==> config.mk <==
export PLATFORM = sky130hd
export DESIGN_NAME = car_scheduler
export DESIGN_NICKNAME = d
export VERILOG_FILES = /design/src/rtl/car_scheduler.sv
export SDC_FILE = /design/constraint.sdc
export NUM_CORES = 1
export LEC_CHECK = 0
export ABC_AREA = 0
export BUFFER_PORTS_ARGS = -buffer_cell sky130_fd_sc_hd__buf_4
export CAP_MARGIN = 20
export CORE_UTILIZATION = 45
export CTS_CLUSTER_SIZE = 14
export DETAILED_ROUTE_END_ITERATION = 10
export PLACE_DENSITY = 0.72
export SETUP_SLACK_MARGIN = 0.15
export SYNTH_ARGS = -nofsm -noshare
export SYNTH_HDL_FRONTEND = slang
export SYNTH_SLANG_ARGS = --single-unit
==> constraint.sdc <==
create_clock -name FrameClk -period 2.8 [get_ports FrameClk]
set_clock_uncertainty 0.05 [all_clocks]
set_input_delay 0.14 -clock FrameClk [delete_from_list [all_inputs] [get_ports FrameClk]]
set_output_delay 0.14 -clock FrameClk [all_outputs]
set_load 0.005 [all_outputs]
==> src/rtl/car_scheduler.sv <==
// Purpose: round-level car spawn scheduler: FSM, LFSR, per-lane gap timers, per-slot life timers, hit summary.
// Latency: spawn, expiry and hit summary appear one FrameClk edge after the frame that decides them.
// Backpressure: none; a lane without a free slot skips its turn, and hits never stall or alter slots.
module car_scheduler #(
   parameter int          NUM_LANES      = 4,
   parameter int          SLOTS_PER_LANE = 2,
   parameter int          GAP_BASE       = 120,
   parameter int          GAP_STEP       = 24,
   parameter logic [9:0]  LANE_Y0        = 10'd96,
   parameter logic [9:0]  LANE_PITCH     = 10'd64,
   parameter bit          RAND_SPAWN     = 1'b1,
   parameter logic [15:0] LFSR_SEED      = 16'hACE1
) (
   input  logic                                   FrameClk,
   input  logic                                   ResetN,
   input  logic                                   RoundActive,
   input  logic [1:0]                             Level,
   input  logic [NUM_LANES*SLOTS_PER_LANE-1:0]    P1HitVec,
   input  logic [NUM_LANES*SLOTS_PER_LANE-1:0]    P2HitVec,
   output logic [NUM_LANES*SLOTS_PER_LANE-1:0]    SpawnEnable,
   output logic [2*NUM_LANES*SLOTS_PER_LANE-1:0]  SlotType,
   output logic [3*NUM_LANES-1:0]                 LaneSpeed,
   output logic [NUM_LANES-1:0]                   LaneFaceLeft,
   output logic [10*NUM_LANES-1:0]                LaneSpawnX,
   output logic [10*NUM_LANES-1:0]                LaneSpawnY,
   output logic                                   P1Hit,
   output logic                                   P2Hit,
   output logic                                   Busy
);
   localparam int NS = NUM_LANES * SLOTS_PER_LANE;
   localparam int PW = (NUM_LANES > 1) ? $clog2(NUM_LANES) : 1;

   typedef enum logic [1:0] {IDLE = 2'd0, RUN = 2'd1, DRAIN = 2'd2} state_t;

   state_t                          state_q;
   logic [15:0]                     lfsr_q, lfsr_d;
   logic [PW-1:0]                   ptr_q, ptr_d;
   logic [NUM_LANES-1:0][7:0]       gap_q, gap_d;
   logic [NS-1:0][10:0]             life_q, life_d;
   logic [NS-1:0]                   en_q, en_d;
   logic [NS-1:0][1:0]              type_q, type_d;
   logic [NUM_LANES-1:0][2:0]       spd_q, spd_d, spd_new;
   logic                            p1_q, p2_q;
   logic                            claimed;
   logic [7:0]                      gap_load;

   // Frames a car stays on screen for a given lane speed.
   function automatic logic [10:0] life_of(input logic [2:0] spd);
      case (spd)
         3'd1:    life_of = 11'd1376;
         3'd2:    life_of = 11'd688;
         3'd3:    life_of = 11'd460;
         3'd4:    life_of = 11'd344;
         3'd5:    life_of = 11'd276;
         3'd6:    life_of = 11'd230;
         3'd7:    life_of = 11'd198;
         default: life_of = 11'd1376;
      endcase
   endfunction

   assign lfsr_d   = {lfsr_q[14:0], lfsr_q[15] ^ lfsr_q[13] ^ lfsr_q[12] ^ lfsr_q[10]};
   assign gap_load = 8'(GAP_BASE - 32'(Level) * GAP_STEP);

   // Fixed lane geometry plus the speed each lane would take if the round started now.
   for (genvar g = 0; g < NUM_LANES; g++) begin : g_lane
      logic [3:0] sum;
      assign sum                      = 4'd1 + 4'(Level) + 4'(lfsr_q[(g + 4) % 16]);
      assign spd_new[g]               = (sum > 4'd7) ? 3'd7 : sum[2:0];
      assign LaneFaceLeft[g]          = 1'(g % 2);
      assign LaneSpawnX[g*10 +: 10]   = (g % 2 == 1) ? 10'd740 : 10'd51;
      assign LaneSpawnY[g*10 +: 10]   = 10'(LANE_Y0 + 10'(g) * LANE_PITCH);
   end

   // Next-state for timers, slots, pointer and speeds.
   always_comb begin
      ptr_d   = ptr_q;
      gap_d   = gap_q;
      life_d  = life_q;
      en_d    = en_q;
      type_d  = type_q;
      spd_d   = spd_q;
      claimed = 1'b0;
      for (int l = 0; l < NUM_LANES; l++) begin
         if (gap_q[l] != 8'd0) gap_d[l] = gap_q[l] - 8'd1;
      end
      // Slots expire in RUN and DRAIN; a slot cleared this edge was still enabled, so it cannot be reclaimed until next frame.
      if (state_q != IDLE) begin
         for (int k = 0; k < NS; k++) begin
            if (en_q[k]) begin
               if (life_q[k] == 11'd1) begin
                  en_d[k]   = 1'b0;
                  life_d[k] = 11'd0;
               end else begin
                  life_d[k] = life_q[k] - 11'd1;
               end
            end
         end
      end
      if (state_q == RUN) begin
         ptr_d = (ptr_q == PW'(NUM_LANES - 1)) ? '0 : ptr_q + 1'b1;
         for (int l = 0; l < NUM_LANES; l++) begin
            if (ptr_q == PW'(l) && gap_q[l] == 8'd0 && (!RAND_SPAWN || lfsr_q[0])) begin
               for (int j = 0; j < SLOTS_PER_LANE; j++) begin
                  if (!claimed && !en_q[l*SLOTS_PER_LANE + j]) begin
                     claimed                        = 1'b1;
                     en_d[l*SLOTS_PER_LANE + j]     = 1'b1;
                     type_d[l*SLOTS_PER_LANE + j]   = lfsr_q[2:1];
                     life_d[l*SLOTS_PER_LANE + j]   = life_of(spd_q[l]);
                     gap_d[l]                       = gap_load;
                  end
               end
            end
         end
      end
      if (state_q == IDLE && RoundActive) spd_d = spd_new;
   end

   // Round FSM; a returning RoundActive in DRAIN wins over going idle.
   always_ff @(posedge FrameClk or negedge ResetN) begin
      if (!ResetN) begin
         state_q <= IDLE;
      end else begin
         case (state_q)
            IDLE:    if (RoundActive) state_q <= RUN;
            RUN:     if (!RoundActive) state_q <= DRAIN;
            DRAIN:   if (RoundActive) state_q <= RUN;
                     else if (en_q == '0) state_q <= IDLE;
            default: state_q <= IDLE;
         endcase
      end
   end

   // Datapath registers; reset drops every slot at once without a drain.
   always_ff @(posedge FrameClk or negedge ResetN) begin
      if (!ResetN) begin
         lfsr_q <= LFSR_SEED;
         ptr_q  <= '0;
         gap_q  <= '0;
         life_q <= '0;
         en_q   <= '0;
         type_q <= '0;
         spd_q  <= '0;
         p1_q   <= 1'b0;
         p2_q   <= 1'b0;
      end else begin
         lfsr_q <= lfsr_d;
         ptr_q  <= ptr_d;
         gap_q  <= gap_d;
         life_q <= life_d;
         en_q   <= en_d;
         type_q <= type_d;
         spd_q  <= spd_d;
         p1_q   <= |(P1HitVec & en_q);
         p2_q   <= |(P2HitVec & en_q);
      end
   end

   assign SpawnEnable = en_q;
   assign SlotType    = type_q;
   assign LaneSpeed   = spd_q;
   assign P1Hit       = p1_q;
   assign P2Hit       = p2_q;
   assign Busy        = (state_q != IDLE);
endmodule

Yosys cells after proc, flatten, opt, wreduce, memory -nomap -nowiden:

Index checks and enable logic that the tools add are counted.

* register bits after elaboration: 178
* latch bits: 0
* memory bits (writable): 0
* ROM bits: 0
* bits of input ports: 21
* output and inout bits: 123
* logic and storage cells: 265
* memories: 0

* add/subtract/negate cells: 19
* multiply operators: 1
* divide/modulo/power cells: 0
* magnitude comparators: 4
* equal/unequal tests: 40
* shift-type cells: 0
* mux-type cells: 112
* bitwise logic cells: 6
* reduce and logical (&&, ||, !) cells: 53

Operators with widths (number)
* $mux W11: 24
* $pmux W11 S6: 4
* $mux W88: 2
* $mux W8: 18
* $eq A11 B1 Y1 const B: 8
* $mux W22: 4
* $sub A11 B1 Y11 const B: 8
* $eq A3 B3 Y1 const B: 16
* $mux W1: 45
* $logic_not A8 Y1: 5
* $mux W32: 1
* $reduce_bool A8 Y1: 4
* $sub A8 B1 Y8 const B: 4
* $reduce_and A3 Y1: 9
* $eq A3 B2 Y1 const B: 8
* $mux W2: 9
* $and A8 B8 Y8: 2
* $gt A4 B3 Y1 const B: 4
* $logic_and A1 B1 Y1: 16
* $reduce_or A8 Y1: 2
* $logic_not A1 Y1: 14
* $add A4 B1 Y4: 3
* $mux W3: 4
* $sub A7 B7 Y8 const A: 1
* other kinds (13): 20

Longest topological paths before layout:

Gate-level depths: netlist of run 1.

* depth in word-level cells: 40
* mapped depth: 9
* gate-level depth less buffers: 7

Worst setup path before layout of run 1:

Ideal clock, no wire load.

* path kind: reg2reg
* start: reg gap_q[16] (netlist name)
* end: reg life_q[84] (netlist name)
* setup time: 0.125 ns
* arrival: 2.333 ns
* required time: 2.625 ns
* setup slack: 0.291 ns
* stages on the path, launching flop included: 10
* buffers on the path: 2
* clock period less this slack: 2.509 ns
* path through: dfrtp_1 inv_1 ha_1 or4b_1 buf_2 or4b_4 nand4_4 nor2_4 buf_8 mux2_4

RTL lines
* start: declaration: line 38 `logic [NUM_LANES-1:0][7:0] gap_q, gap_d;`
* start signal: assignment: line 148 `gap_q <= gap_d;`
* end signal: assignment: line 149 `life_q <= life_d;`
* end: declaration: line 39 `logic [NS-1:0][10:0] life_q, life_d;`

==> run_results.csv, run 1 <==
group,metric,value,unit
sta,timing.final.hold_violations,0,
critical_path,worst-endpoint-required,3.07,ns
die,die_width,154,um
power,power.static_leakage,5.49,nW
power,clock_power_share,41.9,%
critical_path,crit_path_max_fanout,10,
power,ir_worst_vdd,0.494,mV
cts,clock_tree.root_cell,"sky130_fd_sc_hd__clkbuf_16",
sta,fin_hold_ws,0.145,ns
run_status,result_of_the_run,"complete, no violations",
placement,routabilityCongestion,0.842,
run,max_cap_violations,0,
sta,period_minus_slack,2.57,ns
power,sequentialPowerShare,49.3,%
detailed_routing,routedLengthMet1,11000,um
cts,clock_tree.buffer_depth,2,
sta,final_max_slew_viol_count,0,
critical_path,critical_path.startpoint_type,"register",
die,std_cell_rows,55,
detailed_routing,dr.max_layer_used,"met4",
power,switching_power,1.49,mW
synth,yosysSeqAreaShare,42.8,%
final_layout,final_design_area_no_fill,11700,um2
sta,worst_pin_slew,0.711,ns
sta,grt_setup_unrepaired,"yes",
global_routing,grt_pass1_wl,39600,um
detailed_routing,antenna_violating_nets_post_route,0,
critical_path,worst-setup-path-type,"reg -> reg",
power,switching_share,27.0,%
synth,synth_area_per_cell,9.37,um2
global_routing,grt_start_max_net_pins,72,
detailed_routing,drt_pass1_iterations,5,
synth,syn-instance-count,1114,
sta,final.setup.tns,0,ns
cts,cts_sinks,178,
hold_path,hold_class,"in -> reg",
global_routing,grt_pass1_vias,7845,
sta,setup_violations,0,
detailed_routing,first_iter_violations,497,
detailed_routing,met3_wirelength,1170,um
critical_path,cp_data_arrival_time,2.84,ns
power,intPower,4.02,mW
synth,ys_dominant_reg_cell,"sky130_fd_sc_hd__dfrtp_1",
power,fin_total_pwr,5.51,mW
global_routing,grt-ovfl-total,0,
final_layout,syn2layout_area_growth,12.5,%
synth,yosys.cell_types.count,74,
placement,dp.final_hpwl,16900,um
sta,period_share,91.7,%
final_layout,final_cell_mix,"sky130_fd_sc_hd__dfrtp_1 (170), sky130_fd_sc_hd__nand2_1 (107), sky130_fd_sc_hd__buf_4 (94), sky130_fd_sc_hd__conb_1 (84), sky130_fd_sc_hd__nor2_1 (80)",
cts,cts.reportedPaths.clkPinSlew,0.07,ns
final_layout,post_route_cells_drive_above_1_share,14.6,%
power,power.share.combinational,8.8,%
die,initial_cell_density_of_the_core,45.9,%
detailed_routing,via_count,8173,
detailed_routing,route.met2.wl,11600,um
synth,synthArstFlopShare,100,%
cts,clkLatencyLatePin,0.43,ns
final_layout,final_nets,1258,
die,die_area,23800,um2
detailed_routing,route.detailed.drc,0,
critical_path,critical_path.endpoint_type,"register",
global_routing,gr-usage-all-layers,21.0,%
final_layout,mostFrequentLayoutCell,"sky130_fd_sc_hd__dfrtp_1",
global_routing,antenna_found_initial,0,
detailed_routing,avgViaCountPerCell,5.46,
cts,cts_made_buffers,17,
placement,io_buffers,59,
detailed_routing,average_wire_per_cell_in_the_routed_design,16.1,um
die,coreArea,22700,um2
cts,tritoncts,"yes",
power,power.density_cell_area,469,nW/um2
detailed_routing,route.final.wire_length,24100,um
cts,cts_max_level,4,
synth,synth_edf_count,0,
synth,synth-seq-cells,178,
die,num_io_pins,144,
synth,warning_count_from_the_yosys_run,0,
placement,detailed_place.area,11000,um2
sta,max_slew_margin,52.5,%
die,die_y,154,um
synth,mappedNetlistArea,10400,um2
sta,max_clock_freq,389,MHz
sequential cells by signal, summed over array words and instances, names as in the netlist:
name and count:
LaneSpeed 12, P1Hit 1, P2Hit 1, SlotType 16
SpawnEnable 8, gap_q 32, lfsr_q 16, life_q 88
ptr_q 2, state_q 2
final cells by class:
class                   count  area (um2)
diodes                      1        2.50
clock buffers              17         425
clock inverters            14         129
fillers                  2000       11000
inverters                  46         173
multi-input cells         851        5340
flip-flops and latches    178        4460
well taps                 285         357
repair buffers            106         847
stage by stage:
step | std cells | setup WS [ns] | util (%)
final | 1498 | 0.232 | 51.7
after global routing | 1497 | 0.115 | 51.7
after CTS | 1495 | 0.195 | 51.5
after detailed placement | 1451 | 0.117 | 48.5
after global placement | 1451 | 0.194 | 48.5
after floorplan | 1196 | 0.291 | -
synth_stat cells, types with 10 or more instances:
library cell / n / area [um2]
sky130_fd_sc_hd__nand2_1: 107 / 402
sky130_fd_sc_hd__nand2b_1: 10 / 62.6
sky130_fd_sc_hd__mux2_2: 17 / 191
sky130_fd_sc_hd__mux2i_1: 27 / 270
sky130_fd_sc_hd__nand3_1: 23 / 115
sky130_fd_sc_hd__o21ai_0: 55 / 275
sky130_fd_sc_hd__buf_4: 84 / 631
sky130_fd_sc_hd__clkbuf_1: 31 / 116
sky130_fd_sc_hd__o22ai_1: 16 / 100
sky130_fd_sc_hd__dfrtp_1: 170 / 4250
sky130_fd_sc_hd__nor2_1: 81 / 304
sky130_fd_sc_hd__a22oi_1: 10 / 75.1
sky130_fd_sc_hd__nand4_1: 12 / 75.1
sky130_fd_sc_hd__or3_1: 18 / 113
sky130_fd_sc_hd__ha_1: 33 / 413
sky130_fd_sc_hd__nor4_1: 24 / 150
sky130_fd_sc_hd__xor2_1: 26 / 228
sky130_fd_sc_hd__o211ai_1: 10 / 75.1
sky130_fd_sc_hd__a21oi_1: 59 / 295
sky130_fd_sc_hd__inv_1: 45 / 169
sky130_fd_sc_hd__nor2b_1: 10 / 62.6
sky130_fd_sc_hd__nor3_1: 51 / 255
sky130_fd_sc_hd__or4_1: 12 / 90.1
sky130_fd_sc_hd__xnor2_1: 32 / 280
path summary, 6_finish.rpt:
check                                   to  startpoint  cells after the start  slack (ns)
worst max-delay path            life_q[75]   gap_q[16]                      8        0.23
worst min-delay path             gap_q[29]    Level[1]                      3        0.14
worst max register to register  life_q[75]   gap_q[16]                      8        0.23
worst min register to register  lfsr_q[15]  lfsr_q[14]                      0        0.31
max in group asynchronous        lfsr_q[7]      ResetN                      3        1.72
min in group asynchronous         gap_q[0]      ResetN                      2        0.17
power by group through the flow:
stage                     Sequential, mW  Combinational (mW)  Clock (mW)
after floorplan                     2.72               0.352           0
after global placement              2.76               0.460           0
after detailed placement            2.77               0.472           0
after CTS                           2.72               0.485        2.35
after global routing                2.73               0.551        2.44
final                               2.72               0.483        2.31
metal layers:
metal	track usage (%)	vias to the layer above
met5	0	-
met4	6.03	0
met3	3.50	24
met2	34.8	226
met1	28.2	3961
li1	-	3962
cell families (layout without fill, tap and decap cells):
logic type	count (synthesis)	in the layout	synth area share, %
compound gates	224	224	13.3
simple gates	400	401	20.1
xor+xnor	58	58	4.87
other cells	2	85	0.0720
buf+inv	168	183	9.29
mux	47	47	4.86
fa+ha+maj	37	37	4.72
flops	178	178	42.8
worst max-delay path, stage by stage (launching register included):
cell                      delay, ns
sky130_fd_sc_hd__dfrtp_1       0.39
sky130_fd_sc_hd__inv_1         0.08
sky130_fd_sc_hd__ha_1          0.17
sky130_fd_sc_hd__or4b_4        0.53
sky130_fd_sc_hd__or4b_4        0.58
sky130_fd_sc_hd__nand4_4       0.17
sky130_fd_sc_hd__nor2_4        0.05
sky130_fd_sc_hd__buf_12        0.14
sky130_fd_sc_hd__mux2_4        0.29
timing repair:
item / 4_1_cts / 5_1_grt
cloned: 0 / 1
hold buffers: 9 / 0
resized for setup: 0 / 4
setup buffers: 4 / 1
endpoints found under the setup margin: 8 / 38
hold endpoints to repair: 55 / 0
pin swaps: 2 / 3
No activity file was read; power rests on OpenSTA's default activity.
==> run 2, diff against run 1 <==
--- a/config.mk
+++ b/config.mk
@@ -8,11 +8,11 @@
 export ABC_AREA = 0
 export BUFFER_PORTS_ARGS = -buffer_cell sky130_fd_sc_hd__buf_4
 export CAP_MARGIN = 20
-export CORE_UTILIZATION = 45
+export CORE_UTILIZATION = 40
 export CTS_CLUSTER_SIZE = 14
 export DETAILED_ROUTE_END_ITERATION = 10
-export PLACE_DENSITY = 0.72
-export SETUP_SLACK_MARGIN = 0.15
+export PLACE_DENSITY = 0.66
+export SETUP_SLACK_MARGIN = 0.3
 export SYNTH_ARGS = -nofsm -noshare
 export SYNTH_HDL_FRONTEND = slang
 export SYNTH_SLANG_ARGS = --single-unit
==> run_results.csv, run 2 (same netlist as run 1, synthesis figures left out) <==
group,metric,value,unit
final_layout,syn2layout_area_growth,14.4,%
final_layout,area_of_the_multi_input_gates,5370,um2
final_layout,post_route_cells_drive_above_1_share,16.0,%
global_routing,gr-usage-all-layers,19.1,%
cts,cts_sinks,178,
power,sequentialPowerShare,48.2,%
cts,clock_tree.buffer_depth,2,
power,clock_power_share,43.0,%
final_layout,final_cell_mix,"sky130_fd_sc_hd__dfrtp_1 (169), sky130_fd_sc_hd__nand2_1 (107), sky130_fd_sc_hd__buf_4 (102), sky130_fd_sc_hd__conb_1 (84), sky130_fd_sc_hd__nor2_1 (80)",
power,switching_power,1.52,mW
critical_path,worst-r2r-setup-slack,0.34,ns
cts,clock_tree.root_cell,"sky130_fd_sc_hd__clkbuf_16",
sta,max_slew_margin,51.6,%
die,coreArea,25400,um2
cts,cts.reportedPaths.clkPinSlew,0.08,ns
sta,period_share,87.8,%
global_routing,grt_pass1_wl,40200,um
critical_path,reg2reg_from,"gap_q[17]",
critical_path,reg_to_reg_end,"life_q[85]",
sta,final.setup.tns,0,ns
cts,cts_made_buffers,17,
sta,worst_slack,0.342,ns
critical_path,crit_path_max_fanout,7,
critical_path,critical_path.endpoint_type,"register",
detailed_routing,via_count,8241,
die,die_area,26700,um2
die,std_cell_rows,58,
power,power.density_cell_area,473,nW/um2
global_routing,antenna_found_initial,0,
sta,fin_hold_ws,0.146,ns
hold_path,cell_depth_of_the_worst_min_delay_path,3,
detailed_routing,antenna_violating_nets_post_route,0,
run_status,result_of_the_run,"complete, no violations",
detailed_routing,avgViaCountPerCell,5.30,
detailed_routing,route.detailed.drc,0,
die,num_io_pins,144,
final_layout,reg.largest.list,"life_q: 88 flops, gap_q: 32 flops",
final_layout,final_cell_count_no_fill,1554,
power,fin_total_pwr,5.64,mW
final_layout,mostFrequentLayoutCell,"sky130_fd_sc_hd__dfrtp_1",
detailed_routing,route.final.wire_length,25000,um
sta,final_max_slew_viol_count,0,
cts,clkLatencyLatePin,0.45,ns
power,switching_share,26.9,%
power,power.static_leakage,5.55,nW
sta,setup_violations,0,
sta,max_clock_freq,407,MHz
detailed_routing,first_iter_violations,505,
global_routing,grt_pass1_vias,7782,
critical_path,critical_path.startpoint_type,"register",
critical_path,list_of_cells_traversed_by_the_critical_path,"inv_1 -> ha_2 -> or4b_4 -> or4b_4 -> nand4_4 -> nor2_4 -> buf_6 -> o31ai_2",
global_routing,grt_start_max_net_pins,65,
sta,period_minus_slack,2.46,ns
critical_path,rr_worst_depth,8,
sta,timing.final.hold_violations,0,
detailed_routing,drt_pass1_iterations,5,
run,max_cap_violations,0,
critical_path,worst-endpoint-required,3.10,ns
die,initial_cell_density_of_the_core,41.1,%
critical_path,cpMaxStageDelayCell,"sky130_fd_sc_hd__or4b_4",
die,die_width,164,um
critical_path,cp_data_arrival_time,2.76,ns
final_layout,regArea,4470,um2
power,ir_worst_vdd,0.466,mV
hold_path,hold_class,"in -> reg",
placement,dp.cells,1503,
placement,routabilityCongestion,0.849,
final_layout,final_nets,1269,
critical_path,critical_path.max_stage_delay,0.58,ns
power,power.share.combinational,8.8,%
placement,io_buffers,59,
power,intPower,4.12,mW
hold_path,hold_path_end,"gap_q[14]",
global_routing,grt-ovfl-total,0,
final_layout,final_design_area_no_fill,11900,um2
final_layout,fillers,2400,
hold_path,startpoint_of_the_lowest_slack_hold_path,"Level[1]",
placement,detailed_place.area,11100,um2
critical_path,worst-setup-path-type,"reg -> reg",
placement,dp.final_hpwl,17800,um
critical_path,path_common_cell,"sky130_fd_sc_hd__or4b_4",
critical_path,start_point_of_the_critical_path,"gap_q[17]",
placement,detailedPlace.worstSlack,0.311,ns
final_layout,largest_register_ffs,88,
detailed_routing,average_wire_per_cell_in_the_routed_design,16.1,um
cts,cts_max_level,4,
final_layout,n_antenna_cell,0,
final_layout,largest-register,"life_q",
cts,tritoncts,"yes",
sta,grt_setup_unrepaired,"yes",
die,die_y,164,um
sta,worst_pin_slew,0.726,ns
final_layout,postLayoutCoreUtil,47.0,%
[run 2: power groups by stage]
stage | sequential (mW) | combinational [mW] | clock [mW]
global route | 2.73 | 0.568 | 2.58
detailed placement | 2.76 | 0.485 | 0
global placement | 2.76 | 0.476 | 0
finish | 2.72 | 0.499 | 2.42
CTS | 2.72 | 0.496 | 2.47
floorplan | 2.72 | 0.352 | 0
[run 2: worst max-delay path by stage]
stage | end | depth (start not counted) | slack, ns
2_1_floorplan | life_q[75] | 9 | 0.32
3_3_place_gp | SlotType[15] | 7 | 0.34
3_5_place_dp | life_q[81] | 8 | 0.31
4_1_cts | SlotType[0] | 7 | 0.31
5_1_grt | life_q[40] | 8 | 0.24
6_report | life_q[85] | 8 | 0.34
[run 2: routing by layer]
| metal | track usage [%] | part of all wire (%) |
|---|---|---|
| met4 | 5.13 | 1.2 |
| met1 | 25.8 | 46 |
| met3 | 3.81 | 4.8 |
| met2 | 31.2 | 48 |
| met5 | 0 | 0 |
[run 2: critical path, delay by kind of cell, from the launching register on]
| kind | cells | cell delay [ns] |
|---|---|---|
| flops | 1 | 0.40 |
| buf+inv | 2 | 0.20 |
| fa+ha+maj | 1 | 0.17 |
| simple gates | 4 | 1.32 |
| compound gates | 1 | 0.20 |
[run 2: final cells by class]
| class | instances | share of cell area [%] |
|---|---|---|
| flip-flops and latches | 178 | 37.4 |
| clock buffers | 18 | 3.60 |
| repair buffers | 117 | 7.81 |
| well taps | 330 | 3.46 |
| inverters | 46 | 1.45 |
| multi-input cells | 851 | 45.0 |
| clock inverters | 14 | 1.30 |
[run 2: repair_timing]
action | CTS | global route
hold endpoints to repair | 60 | 0
hold buffers | 9 | 0
resized for setup | 0 | 12
endpoints found under the setup margin | 0 | 64
setup buffers | 0 | 8
==> run 3, diff against run 2 <==
--- a/config.mk
+++ b/config.mk
@@ -8,6 +8,7 @@
 export ABC_AREA = 0
 export BUFFER_PORTS_ARGS = -buffer_cell sky130_fd_sc_hd__buf_4
 export CAP_MARGIN = 20
+export CORE_ASPECT_RATIO = 0.5
 export CORE_UTILIZATION = 40
 export CTS_CLUSTER_SIZE = 14
 export DETAILED_ROUTE_END_ITERATION = 10
==> run_results.csv, run 3 (same netlist as run 1, synthesis figures left out) <==
group,metric,value,unit
sta,max_slew_margin,44.7,%
final_layout,final_cell_mix,"sky130_fd_sc_hd__dfrtp_1 (170), sky130_fd_sc_hd__nand2_1 (107), sky130_fd_sc_hd__buf_4 (95), sky130_fd_sc_hd__conb_1 (84), sky130_fd_sc_hd__nor2_1 (80)",
die,std_cell_rows,41,
power,switching_power,1.50,mW
critical_path,crit_path_max_fanout,7,
final_layout,final_nets,1260,
critical_path,rr_worst_depth,8,
placement,dp.cells,1510,
final_layout,post_route_cells_drive_above_1_share,15.6,%
die,die_width,230,um
final_layout,final_cell_count_no_fill,1558,
cts,clock_tree.root_cell,"sky130_fd_sc_hd__clkbuf_16",
critical_path,critical_path.endpoint_type,"register",
power,power.static_leakage,5.52,nW
detailed_routing,route.final.wire_length,26000,um
sta,final.setup.tns,0,ns
placement,io_buffers,59,
cts,cts_made_buffers,17,
run_status,result_of_the_run,"complete, no violations",
power,ir_worst_vdd,0.409,mV
power,sequentialPowerShare,48.8,%
power,power.density_cell_area,470,nW/um2
power,power.share.combinational,8.9,%
hold_path,cell_depth_of_the_worst_min_delay_path,3,
final_layout,reg.largest.list,"life_q: 88 flops, gap_q: 32 flops",
detailed_routing,antenna_violating_nets_post_route,0,
final_layout,largest_register_ffs,88,
cts,cts_sinks,178,
global_routing,grt_pass1_vias,7760,
cts,clkLatencyLatePin,0.44,ns
sta,period_minus_slack,2.43,ns
critical_path,cp_data_arrival_time,2.74,ns
power,intPower,4.09,mW
hold_path,hold_class,"in -> reg",
critical_path,worst-r2r-setup-slack,0.37,ns
detailed_routing,average_wire_per_cell_in_the_routed_design,16.7,um
sta,max_clock_freq,411,MHz
placement,dp.final_hpwl,18600,um
power,clock_power_share,42.3,%
detailed_routing,via_count,8393,
sta,final_max_slew_viol_count,0,
sta,period_share,86.9,%
die,coreArea,25400,um2
power,switching_share,26.8,%
run,max_cap_violations,0,
sta,setup_violations,0,
power,fin_total_pwr,5.59,mW
detailed_routing,first_iter_violations,674,
cts,tritoncts,"yes",
sta,worst_pin_slew,0.821,ns
detailed_routing,avgViaCountPerCell,5.39,
final_layout,largest-register,"life_q",
global_routing,grt_pass1_wl,41200,um
critical_path,worst-endpoint-required,3.10,ns
die,die_y,116,um
critical_path,critical_path.startpoint_type,"register",
global_routing,antenna_found_initial,0,
final_layout,n_antenna_cell,0,
die,initial_cell_density_of_the_core,41.1,%
critical_path,worst-setup-path-type,"reg -> reg",
final_layout,mostFrequentLayoutCell,"sky130_fd_sc_hd__dfrtp_1",
cts,clock_tree.buffer_depth,2,
detailed_routing,route.detailed.drc,0,
sta,grt_setup_unrepaired,"yes",
cts,cts.reportedPaths.clkPinSlew,0.08,ns
cts,cts_max_level,4,
detailed_routing,drt_pass1_iterations,6,
placement,routabilityCongestion,0.865,
global_routing,grt-ovfl-total,0,
global_routing,gr-usage-all-layers,19.5,%
die,die_area,26800,um2
final_layout,syn2layout_area_growth,14.0,%
die,num_io_pins,144,
sta,timing.final.hold_violations,0,
global_routing,grt_start_max_net_pins,82,
-- run 3: cell types whose count changed in the layout (fill, tap and decap cells not counted), moves of 2 or more --
| cell | change |
|---|---|
| sky130_fd_sc_hd__clkbuf_8 | +3 |
| sky130_fd_sc_hd__buf_4 | -7 |
| sky130_fd_sc_hd__clkinv_4 | +2 |
| sky130_fd_sc_hd__clkinvlp_4 | -2 |
| sky130_fd_sc_hd__buf_6 | -2 |
-- run 3: layer usage --
metal  up-vias  part of all wire, %  global-route usage, %
li1       3952                    -                      -
met2       265                   47                   31.6
met3        23                  4.9                   3.64
met5         -                    0                      0
met1      4153                   47                   27.3
met4         0                  1.2                   4.64
-- run 3: cell type report --
type	instances	area (um2)
clock inverter	10	103
timing repair buffer	108	866
tap	344	430
multi-input combinational	851	5390
inverter	46	173
sequential	178	4460
fill	2401	13500
clock buffer	21	470
-- run 3: power groups by stage --
stage	Clock (mW)	Sequential (mW)	Combinational, mW
2_1_floorplan	0	2.72	0.352
3_3_place_gp	0	2.77	0.478
3_5_place_dp	0	2.77	0.487
4_1_cts	2.40	2.73	0.496
5_1_grt	2.51	2.74	0.569
6_report	2.36	2.73	0.500
-- run 3: worst max-delay path: stages (launching register included) --
cell and delay, ns:
sky130_fd_sc_hd__dfrtp_1 0.37, sky130_fd_sc_hd__inv_1 0.11, sky130_fd_sc_hd__ha_1 0.17, sky130_fd_sc_hd__or4b_4 0.48
sky130_fd_sc_hd__nor3_4 0.24, sky130_fd_sc_hd__nand4_4 0.21, sky130_fd_sc_hd__nor2_4 0.27, sky130_fd_sc_hd__buf_4 0.22
sky130_fd_sc_hd__mux2i_1 0.22
-- run 3: final timing paths --
| kind | endpoint | from |
|---|---|---|
| max | life_q[69] | gap_q[24] |
| min | gap_q[20] | Level[1] |
| max reg2reg | life_q[69] | gap_q[24] |
| min reg2reg | lfsr_q[15] | lfsr_q[14] |
| max in group asynchronous | life_q[80] | ResetN |
| min in group asynchronous | P2Hit | ResetN |
-- run 3: what timing repair did --
action,in CTS,in global routing
pin swaps,1,1
endpoints found under the hold margin,78,0
gates cloned,0,1
endpoints found under the setup margin,23,72
buffers inserted,1,6
resized for setup,4,11
hold buffers,9,0
-- run 3: per-stage QoR --
stage / cell area, um2 / hold WS [ns] / util [%] / setup WS, ns
3_3_place_gp: 11100 / 0.201 / 43.7 / 0.321
2_1_floorplan: 10800 / -0.206 / - / 0.321
5_1_grt: 11900 / 0.220 / 46.9 / 0.258
6_report: 11900 / 0.222 / 46.9 / 0.367
4_1_cts: 11800 / 0.188 / 46.5 / 0.313
3_5_place_dp: 11100 / 0.206 / 43.7 / 0.231
